==> config.mk <==
export PLATFORM = sky130hd
export DESIGN_NAME = vga_scan_ctrl
export DESIGN_NICKNAME = d
export VERILOG_FILES = /design/src/rtl/vga_pkg.sv /design/src/rtl/vga_delay_line.sv /design/src/rtl/vga_scan_ctrl.sv
export SDC_FILE = /design/constraint.sdc
export NUM_CORES = 1
export LEC_CHECK = 0
export CAP_MARGIN = 20
export CORE_ASPECT_RATIO = 2
export CORE_MARGIN = 3
export CORE_UTILIZATION = 25
export CTS_BUF_LIST = sky130_fd_sc_hd__clkbuf_4 sky130_fd_sc_hd__clkbuf_8
export CTS_CLUSTER_SIZE = 25
export DETAILED_ROUTE_END_ITERATION = 16
export PLACE_DENSITY = 0.48
export SETUP_SLACK_MARGIN = 0.15
export SYNTH_ARGS = -nofsm -noshare
export SYNTH_HDL_FRONTEND = slang
export SYNTH_HIERARCHICAL = 1
export SYNTH_SLANG_ARGS = --single-unit
==> constraint.sdc <==
create_clock -name clk_i -period 2.1 [get_ports clk_i]
set_clock_uncertainty 0.15 [all_clocks]
set_input_delay 0.315 -clock clk_i [delete_from_list [all_inputs] [get_ports clk_i]]
set_output_delay 0.315 -clock clk_i [all_outputs]
set_load 0.005 [all_outputs]
==> src/rtl/vga_pkg.sv <==
// Shared timing defaults, the control word carried beside the colour path,
// and small helpers for the VGA scan controller.
package vga_pkg;

  // Default 640x480@60 timing, in pixels and lines.
  localparam int unsigned DEF_H_ACTIVE = 640;
  localparam int unsigned DEF_H_FP     = 16;
  localparam int unsigned DEF_H_SYNC   = 96;
  localparam int unsigned DEF_H_BP     = 48;
  localparam int unsigned DEF_V_ACTIVE = 480;
  localparam int unsigned DEF_V_FP     = 10;
  localparam int unsigned DEF_V_SYNC   = 2;
  localparam int unsigned DEF_V_BP     = 33;

  // Position counters are 10 bits wide, so a total may not exceed this.
  localparam int unsigned POS_W   = 10;
  localparam int unsigned MAX_TOT = 1024;
  localparam int unsigned MAX_LAT = 4;

  // Sync and blanking travel together so they stay aligned with the colour.
  typedef struct packed {
    logic h_sync;
    logic v_sync;
    logic active;
  } vga_ctrl_t;

  // Blanked, sync-inactive word used for reset of every stage.
  localparam vga_ctrl_t CTRL_IDLE = '{h_sync: 1'b0, v_sync: 1'b0, active: 1'b0};

  function automatic int unsigned h_total(input int unsigned act, input int unsigned fp,
                                          input int unsigned sync, input int unsigned bp);
    return act + fp + sync + bp;
  endfunction

  function automatic int unsigned v_total(input int unsigned act, input int unsigned fp,
                                          input int unsigned sync, input int unsigned bp);
    return act + fp + sync + bp;
  endfunction

  function automatic int unsigned chan_width(input int unsigned color_bits);
    return color_bits / 3;
  endfunction

endpackage

==> src/rtl/vga_delay_line.sv <==
// Enable-gated shift register with an asynchronous reset value. Used to
// delay the sync/active control word by the pixel-source latency.
module vga_delay_line #(
  parameter int unsigned     WIDTH     = 1,
  parameter int unsigned     DEPTH     = 1,
  parameter logic [WIDTH-1:0] RESET_VAL = '0
) (
  input  logic             clk_i,
  input  logic             reset_i,
  input  logic             en_i,
  input  logic [WIDTH-1:0] d_i,
  output logic [WIDTH-1:0] q_o
);

  if (DEPTH == 0) begin : g_depth_err
    $error("vga_delay_line: DEPTH must be at least 1");
  end

  logic [WIDTH-1:0] stage_q [DEPTH];
  logic [WIDTH-1:0] stage_d [DEPTH];

  // Shift by one position on each enabled tick, otherwise hold.
  always_comb begin
    for (int i = 0; i < DEPTH; i++) begin
      stage_d[i] = stage_q[i];
    end
    if (en_i) begin
      stage_d[0] = d_i;
      for (int i = 1; i < DEPTH; i++) begin
        stage_d[i] = stage_q[i-1];
      end
    end
  end

  // Stage registers; reset loads the idle word everywhere.
  always_ff @(posedge clk_i or posedge reset_i) begin
    if (reset_i) begin
      for (int i = 0; i < DEPTH; i++) begin
        stage_q[i] <= RESET_VAL;
      end
    end else begin
      stage_q <= stage_d;
    end
  end

  assign q_o = stage_q[DEPTH-1];

endmodule

==> src/rtl/vga_scan_ctrl.sv <==
// Raster scan generator and display output stage. Produces hpos/vpos for the
// pixel sources, samples their colour SRC_LAT ticks later, and drives
// blanked RGB with sync/blank delay-matched to the colour path.
//
// Pixel tick: pix_en_i is a qualifier, not a handshake. A clk_i edge with
// pix_en_i high is one pixel; with it low nothing advances, every register
// holds and no strobe fires. There is no back-pressure.
module vga_scan_ctrl import vga_pkg::*; #(
  parameter int unsigned COLOR_BITS = 24,
  parameter int unsigned H_ACTIVE   = DEF_H_ACTIVE,
  parameter int unsigned H_FP       = DEF_H_FP,
  parameter int unsigned H_SYNC     = DEF_H_SYNC,
  parameter int unsigned H_BP       = DEF_H_BP,
  parameter int unsigned V_ACTIVE   = DEF_V_ACTIVE,
  parameter int unsigned V_FP       = DEF_V_FP,
  parameter int unsigned V_SYNC     = DEF_V_SYNC,
  parameter int unsigned V_BP       = DEF_V_BP,
  parameter int unsigned SRC_LAT    = 0,
  parameter logic        SYNC_ACT   = 1'b0
) (
  input  logic                    clk_i,
  input  logic                    reset_i,
  input  logic                    pix_en_i,
  output logic [9:0]              hpos_o,
  output logic [9:0]              vpos_o,
  output logic                    active_o,
  output logic                    line_start_o,
  output logic                    frame_start_o,
  input  logic [COLOR_BITS/3-1:0] blue_i,
  input  logic [COLOR_BITS/3-1:0] green_i,
  input  logic [COLOR_BITS/3-1:0] red_i,
  output logic [COLOR_BITS/3-1:0] blue_o,
  output logic [COLOR_BITS/3-1:0] green_o,
  output logic [COLOR_BITS/3-1:0] red_o,
  output logic                    hsync_o,
  output logic                    vsync_o,
  output logic                    blank_o
);

  localparam int unsigned CW      = chan_width(COLOR_BITS);
  localparam int unsigned H_TOTAL = h_total(H_ACTIVE, H_FP, H_SYNC, H_BP);
  localparam int unsigned V_TOTAL = v_total(V_ACTIVE, V_FP, V_SYNC, V_BP);

  if (H_TOTAL > MAX_TOT || V_TOTAL > MAX_TOT) begin : g_total_err
    $error("vga_scan_ctrl: H_TOTAL/V_TOTAL must not exceed 1024");
  end
  if (SRC_LAT > MAX_LAT) begin : g_lat_err
    $error("vga_scan_ctrl: SRC_LAT must be 0..4");
  end

  localparam logic [POS_W-1:0] H_LAST   = POS_W'(H_TOTAL - 1);
  localparam logic [POS_W-1:0] V_LAST   = POS_W'(V_TOTAL - 1);
  localparam logic [POS_W-1:0] H_ACT    = POS_W'(H_ACTIVE);
  localparam logic [POS_W-1:0] V_ACT    = POS_W'(V_ACTIVE);
  localparam logic [POS_W-1:0] HS_FIRST = POS_W'(H_ACTIVE + H_FP);
  localparam logic [POS_W-1:0] HS_LAST  = POS_W'(H_ACTIVE + H_FP + H_SYNC - 1);
  localparam logic [POS_W-1:0] VS_FIRST = POS_W'(V_ACTIVE + V_FP);
  localparam logic [POS_W-1:0] VS_LAST  = POS_W'(V_ACTIVE + V_FP + V_SYNC - 1);

  logic [POS_W-1:0] hcnt_q, hcnt_d;
  logic [POS_W-1:0] vcnt_q, vcnt_d;
  vga_ctrl_t        ctrl_raw, ctrl_dly;
  logic [3*CW-1:0]  rgb_q, rgb_d;
  logic             hsync_q, hsync_d;
  logic             vsync_q, vsync_d;
  logic             blank_q, blank_d;

  // Next scan position: horizontal wraps at the line end and carries into vertical.
  always_comb begin
    hcnt_d = hcnt_q;
    vcnt_d = vcnt_q;
    if (pix_en_i) begin
      if (hcnt_q == H_LAST) begin
        hcnt_d = '0;
        vcnt_d = (vcnt_q == V_LAST) ? '0 : vcnt_q + 1'b1;
      end else begin
        hcnt_d = hcnt_q + 1'b1;
      end
    end
  end

  // Scan position registers.
  always_ff @(posedge clk_i or posedge reset_i) begin
    if (reset_i) begin
      hcnt_q <= '0;
      vcnt_q <= '0;
    end else begin
      hcnt_q <= hcnt_d;
      vcnt_q <= vcnt_d;
    end
  end

  // Undelayed sync/active decode of the current position.
  always_comb begin
    ctrl_raw        = CTRL_IDLE;
    ctrl_raw.h_sync = (hcnt_q >= HS_FIRST) && (hcnt_q <= HS_LAST);
    ctrl_raw.v_sync = (vcnt_q >= VS_FIRST) && (vcnt_q <= VS_LAST);
    ctrl_raw.active = (hcnt_q < H_ACT) && (vcnt_q < V_ACT);
  end

  // Match the control word to the source latency; zero latency needs no stage.
  if (SRC_LAT == 0) begin : g_no_delay
    assign ctrl_dly = ctrl_raw;
  end else begin : g_delay
    vga_delay_line #(
      .WIDTH     ($bits(vga_ctrl_t)),
      .DEPTH     (SRC_LAT),
      .RESET_VAL (CTRL_IDLE)
    ) u_ctrl_dly (
      .clk_i   (clk_i),
      .reset_i (reset_i),
      .en_i    (pix_en_i),
      .d_i     (ctrl_raw),
      .q_o     (ctrl_dly)
    );
  end

  // Output stage: blank colour outside the active area, map sync polarity.
  always_comb begin
    rgb_d   = rgb_q;
    hsync_d = hsync_q;
    vsync_d = vsync_q;
    blank_d = blank_q;
    if (pix_en_i) begin
      rgb_d   = ctrl_dly.active ? {blue_i, green_i, red_i} : '0;
      hsync_d = ctrl_dly.h_sync ? SYNC_ACT : ~SYNC_ACT;
      vsync_d = ctrl_dly.v_sync ? SYNC_ACT : ~SYNC_ACT;
      blank_d = ~ctrl_dly.active;
    end
  end

  // Output registers; reset presents a blanked, sync-inactive display.
  always_ff @(posedge clk_i or posedge reset_i) begin
    if (reset_i) begin
      rgb_q   <= '0;
      hsync_q <= ~SYNC_ACT;
      vsync_q <= ~SYNC_ACT;
      blank_q <= 1'b1;
    end else begin
      rgb_q   <= rgb_d;
      hsync_q <= hsync_d;
      vsync_q <= vsync_d;
      blank_q <= blank_d;
    end
  end

  assign hpos_o        = hcnt_q;
  assign vpos_o        = vcnt_q;
  assign active_o      = ctrl_raw.active;
  assign line_start_o  = pix_en_i && (hcnt_q == '0);
  assign frame_start_o = pix_en_i && (hcnt_q == '0) && (vcnt_q == '0);
  assign blue_o        = rgb_q[3*CW-1 -: CW];
  assign green_o       = rgb_q[2*CW-1 -: CW];
  assign red_o         = rgb_q[CW-1:0];
  assign hsync_o       = hsync_q;
  assign vsync_o       = vsync_q;
  assign blank_o       = blank_q;

endmodule

==> out/results.txt, run 1 <==
post-synthesis compound-gate area fraction = 0.119
Slowest-stage cell, CP = dfrtp_1
Post-Syn Nets = 265
Design Area, Final = 3490 sq um
Final Max Tran Viols = 0
multi-input logic area = 927 sq um
most frequent cells in the layout = clkdlybuf4s50_1, dfrtp_1, nand2_1, buf_4, inv_1
Final WS setup = -29.9 ps
R2R Setup Slk = 260 ps
Placed Cells incl. Taps = 423
WL per Instance = 14.8 um
final net count = 371
CP delay by family, top = simple AND/OR/NAND/NOR gates
max incr delay on CP = 400 ps
share of layout cells above drive strength 1 = 0.191
Bufs and invs on worst path = 3
Layout Utilization = 0.401
Synth Register Bits = 47
number of global-route vias before repair = 1961
Worst Path Arrival = 1660 ps
largest net degree at the start of global routing = 46
IO buf count = 76
initial antenna violation count = 0
Vias = 2044
simple-gate share of the synthesized area = 0.191
Via density = 4.65
Leak Pwr = 1.61 nW
core box area = 8710 sq um
Routed WL = 6.51 mm
Worst Path Required = 1630 ps
Initial Utilization = 0.258
worst min path class = in -> async
library cells used by synthesis = 38
Die W = 73.1 um
Avg Cell Area, Syn = 9.65 sq um
Reg clk slew, reported paths = 90 ps
most common cell after layout, fill and taps aside = clkdlybuf4s50_1
clk buf depth = 2
Post-synth EDFFs = 0
Post-synth ARST share = 1.00
Seq/Total Area, Yosys = 0.525
Final period util = 1.01
maximum fanout along the worst path = 2
P&R area growth vs syn = 55.4%
Sequential Area = 1180 sq um
TritonCTS clock tree = done
Final min period = 2130 ps
GPL Wtd Cong = 0.828
maximum VDD drop = 348 uV
largest family of logic cells by synthesized area = simple AND/OR/NAND/NOR gates
Synth Cell Area = 2250 sq um
die area = 10200 sq um
kind of critical path = reg -> out
Slew headroom = 0.716
Hold Vio Cnt, Final = 0
Syn Inst Count = 233
Clk Latency, worst-skew pair = 300 ps
sequential power share = 0.419
Finish-stage setup viols = 2
Inserted Clock Buffers = 5
MaxCap Viol Count = 0
H-tree depth = 2
Net Sw Power = 752 uW
fmax = 0.470 GHz
Clock Root Buffer = clkbuf_8
clk sink count = 47
fill count = 838
Tightest Pin Transition = 426 ps
Routed Antenna Nets = 0
pwr/cell area = 739 nW/um^2
hold buffer count at CTS = 0
ANT cells = 0
Sw Ratio = 0.291
Post-Synth XOR/XNOR Area = 0.0390
failing checks = setup timing
Ys Warns = 6
# DRC = 0
Post-DP HPWL = 4.89 mm
Setup crit start kind = flop
Critical Path End Type = output port
Pwr Total = 2.58 mW
Gate power share = 0.341
Post-Synth Adder-Cell Area = 0.0278
row count = 48
Int Pwr = 1.83 mW
area post-placement = 3260 sq um
mux cell area share after synthesis = 0.00946
ys flop type = dfrtp_1
Initial DRC Count = 116
Ports = 77
Die Y = 140 um
GRT Overall Usage = 0.129
crit-path cells = inv_2 -> ha_4 -> nor4b_4 -> and3_4 -> buf_6 -> and4_1 -> buf_2
Clock Power Share = 0.240
status = finished, violations left
1st-pass router iterations = 4
Cell Count, Final, Fillers Out = 440
unrepaired setup endpoints after global routing = true
first-pass GRT wire length = 10.0 mm
GRT Residual Overflow = 0
per-stage QoR:
step,setup WS (ps),hold WS [ps],TNS [ps]
final,-29.9,132,-42.5
after global routing,-162,144,-260
after global placement,-181,326,-277
after CTS,-77.8,135,-102
after detailed placement,-199,331,-316
after floorplan,384,307,0
Yosys cell counts (3+ instances only):
master,count,share of area
nor2_1,10,0.017
xnor2_1,6,0.023
buf_4,3,0.010
nand3_1,11,0.024
o22ai_1,26,0.072
buf_6,3,0.015
dfstp_2,3,0.035
inv_1,31,0.052
xor2_1,4,0.016
a21oi_1,4,0.0089
o21ai_0,6,0.013
nand2_1,32,0.053
and4_1,5,0.019
clkbuf_1,4,0.0067
nand4_1,6,0.017
ha_1,5,0.028
and3_1,6,0.017
dfrtp_1,44,0.49
state kept, by name, summed over array words and instances, names as in the netlist:
name and flops:
blank_o 1, hpos_o 10, hsync_o 1, rgb_q 24, vpos_o 10, vsync_o 1
final cells by class:
class                      count  share of cell area
multi-input combinational    143               0.265
timing repair buffer         111               0.297
clock buffer                   8              0.0297
inverter                      31              0.0340
tap                          100              0.0358
sequential                    47               0.338
metal layers:
metal  GRT usage  up-vias  share of wire
met1       0.131      952           0.36
li1            -     1014              -
met3      0.0223       12          0.044
met5           0        -              0
met2       0.241       66           0.57
met4      0.0642        0          0.032
worst register-to-register path, cell delays in order (launching register included):
cell,delay (ps)
dfrtp_1,370
buf_4,120
buf_4,90
buf_4,120
ha_4,140
and4_4,270
nand4_1,190
nor2_1,170
xor2_1,170
cell families (layout without fill, tap and decap cells):
kind of cell             after synthesis  in the layout
XOR/XNOR                              10             10
flip-flops                            47             47
AND/OR/NAND/NOR                       83             84
buffers and inverters                 44            150
multiplexers                           2              2
adder cells (fa/ha/maj)                5              5
AO/OA/AOI/OAI                         42             42
power by group through the flow:
stage	Clock [mW]	Sequential [mW]	Combinational, mW
2_1_floorplan	0	1.12	0.281
3_3_place_gp	0	1.08	0.771
3_5_place_dp	0	1.08	0.777
4_1_cts	0.647	1.08	0.839
5_1_grt	0.674	1.09	0.975
6_report	0.621	1.08	0.879
worst paths after layout:
kind	start	end	cells after the start
max	hpos_o[0]	frame_start_o	7
min	reset_i	rgb_q[9]	2
max reg2reg	hpos_o[1]	vpos_o[7]	8
min reg2reg	hsync_o	hsync_o	2
max in group asynchronous	reset_i	hsync_o	3
min in group clk_i	pix_en_i	rgb_q[9]	3
timing repair:
action / 4_1_cts / 5_1_grt
gates resized for setup: 24 / 7
buffers inserted: 3 / 5
setup endpoints to repair: 3 / 6
cloned: 0 / 1
pin swaps: 4 / 6
(Power assumes the default switching activity.)
==> run 2, diff against run 1 <==
Settings changed: PLACE_DENSITY 0.48 to 0.5.
Clock period 2.1 ns to 1.8 ns, I/O delays scaled along.
==> run 2 against run 1 <==
Effect of this change: the run still ends with setup timing left; final cell count up 8.0%; worst hold slack worse by 54 ps; sequential power is 18% higher; sequential share of layout area shrank 6.0 points; flip-flop and latch count did not move; non-clock buffer count rose by 36; count of clock-buffer cells in the layout is 1 lower; critical path type unchanged; critical endpoint unchanged; highest routed layer unchanged.
==> out/results.txt, run 2 (synthesized netlist as in run 1, its figures left out) <==
IO buf count = 76 (unchanged)
H-tree depth = 2 (unchanged)
Setup crit start kind = flop
worst min path class = in -> async
dpl ws = -481 ps (-282 ps)
Hold Vio Cnt, Final = 0 (unchanged)
Routed Antenna Nets = 0 (unchanged)
Register-to-Register Path Depth = 7 (-1)
Reg clk slew, reported paths = 90 ps (about the same)
Slew headroom = 0.645 (-0.0711)
maximum fanout along the worst path = 2 (unchanged)
Clk Latency, worst-skew pair = 310 ps (about the same)
largest net degree at the start of global routing = 60 (+30%)
clk buf depth = 2 (unchanged)
GRT Overall Usage = 0.152 (+0.0222)
Die Y = 140 um (unchanged)
ANT cells = 0 (unchanged)
Via density = 4.76 (+2.4%)
Largest register FFs = 24 (unchanged)
P&R area growth vs syn = 88.8%
Die W = 73.1 um (unchanged)
most common cell after layout, fill and taps aside = dfrtp_1
Worst Path Required = 1380 ps (-250 ps)
failing checks = setup timing
Final Max Tran Viols = 0 (unchanged)
Final period util = 1.19
Ports = 77 (unchanged)
initial antenna violation count = 0 (unchanged)
Worst Path Arrival = 1730 ps (+70 ps)
clk sink count = 47 (unchanged)
share of layout cells above drive strength 1 = 0.395 (+0.203)
Final TNS setup = -959 ps (-916 ps)
final net count = 406 (+9.4%)
GRT Residual Overflow = 0 (unchanged)
1st-pass router iterations = 4 (unchanged)
Initial DRC Count = 54 (-53%)
fmax = 0.466 GHz
Leak Pwr = 2.05 nW (+27%)
kind of critical path = reg -> out
hold buffer count at CTS = 0 (unchanged)
Clock Root Buffer = clkbuf_8
Inserted Clock Buffers = 5 (unchanged)
Critical Path End Type = output port
number of global-route vias before repair = 2337 (+19%)
first-pass GRT wire length = 12.0 mm (+19%)
Final WS setup = -345 ps (-315 ps)
most frequent cells in the layout = dfrtp_1, buf_4, clkdlybuf4s50_1, nand2_1, inv_1
Vias = 2260 (+11%)
Post-DP HPWL = 4.93 mm (+0.99%)
unrepaired setup endpoints after global routing = true
Cell Count, Final, Fillers Out = 475 (+8.0%)
largest register by flop count = rgb_q
maximum VDD drop = 659 uV (+90%)
WL per Instance = 15.6 um (+5.5%)
# DRC = 0 (unchanged)
core box area = 8710 sq um (unchanged)
Placed Cells incl. Taps = 433 (+2.4%)
row count = 48 (unchanged)
die area = 10200 sq um (unchanged)
TritonCTS clock tree = done
Initial Utilization = 0.258 (unchanged)
MaxCap Viol Count = 0 (unchanged)
Finish-stage setup viols = 10 (+8)
Tightest Pin Transition = 532 ps (+107 ps)
pwr/cell area = 818 nW/um^2 (+11%)
Routed WL = 7.42 mm (+14%)
status = finished, violations left
Final min period = 2150 ps
GPL Wtd Cong = 0.774 (-6.5%)
## run 2: worst paths after layout
path | start | endpoint | slack [ps]
max reg2reg | hpos_o[8] | rgb_q[7] | -40
min reg2reg | blank_o | blank_o | 340
min | reset_i | vpos_o[1] | 80
max in group asynchronous | reset_i | blank_o | 930
max | hpos_o[8] | frame_start_o | -350
min in group clk_i | blank_o | blank_o | 340
## run 2: area by class of cell
type,instances,area (sq um)
Clock buffer,7,96.3
Clock inverter,1,7.51
Sequential cell,47,1180
Inverter,31,116
Tap cell,100,125
Fill cell,815,4460
Multi-Input combinational cell,142,1240
Timing Repair Buffer,147,1480
## run 2: what timing repair did
item | in CTS | in global routing
pin swaps | 34 | 15
resized for setup | 109 | 51
gates cloned | 3 | 0
buffers inserted | 25 | 6
setup endpoints to repair | 64 | 57
## run 2: worst max-delay path: stages (launching register included)
cell,delay [ps]
dfrtp_1,380
or2_1,250
nor3b_2,200
and3_4,220
buf_6,90
and4_1,170
buf_2,110
## run 2: power by group
part / switching [mW] / internal [mW] / total (mW)
Sequential: 0.0918 / 1.18 / 1.27
Combinational: 0.611 / 0.876 / 1.49
Clock: 0.366 / 0.350 / 0.716
Total: 1.07 / 2.40 / 3.47
## run 2: metal layers
layer	GRT usage	vias up	wire [um]
met3	0.0302	15	324
met1	0.150	1104	2420
met4	0.0613	0	206
met2	0.290	62	4470
li1	-	1079	-
met5	0	-	0
## run 2: through the flow
step | hold WS, ps | util | area [sq um] | power [mW]
final | 77.3 | 0.488 | 4250 | 3.47
after global routing | 91.9 | 0.488 | 4250 | 3.68
after CTS | 77.8 | 0.458 | 3990 | 3.32
after detailed placement | 329 | 0.385 | 3350 | 2.20
after global placement | 325 | 0.385 | 3350 | 2.19
after floorplan | 262 | - | 2250 | 1.64
==> run 3, diff against run 2 <==
Settings changed: SLEW_MARGIN set to 20.
==> results of run 3 <==
No change in the layout: final DEF, timing and power equal those of run 2.
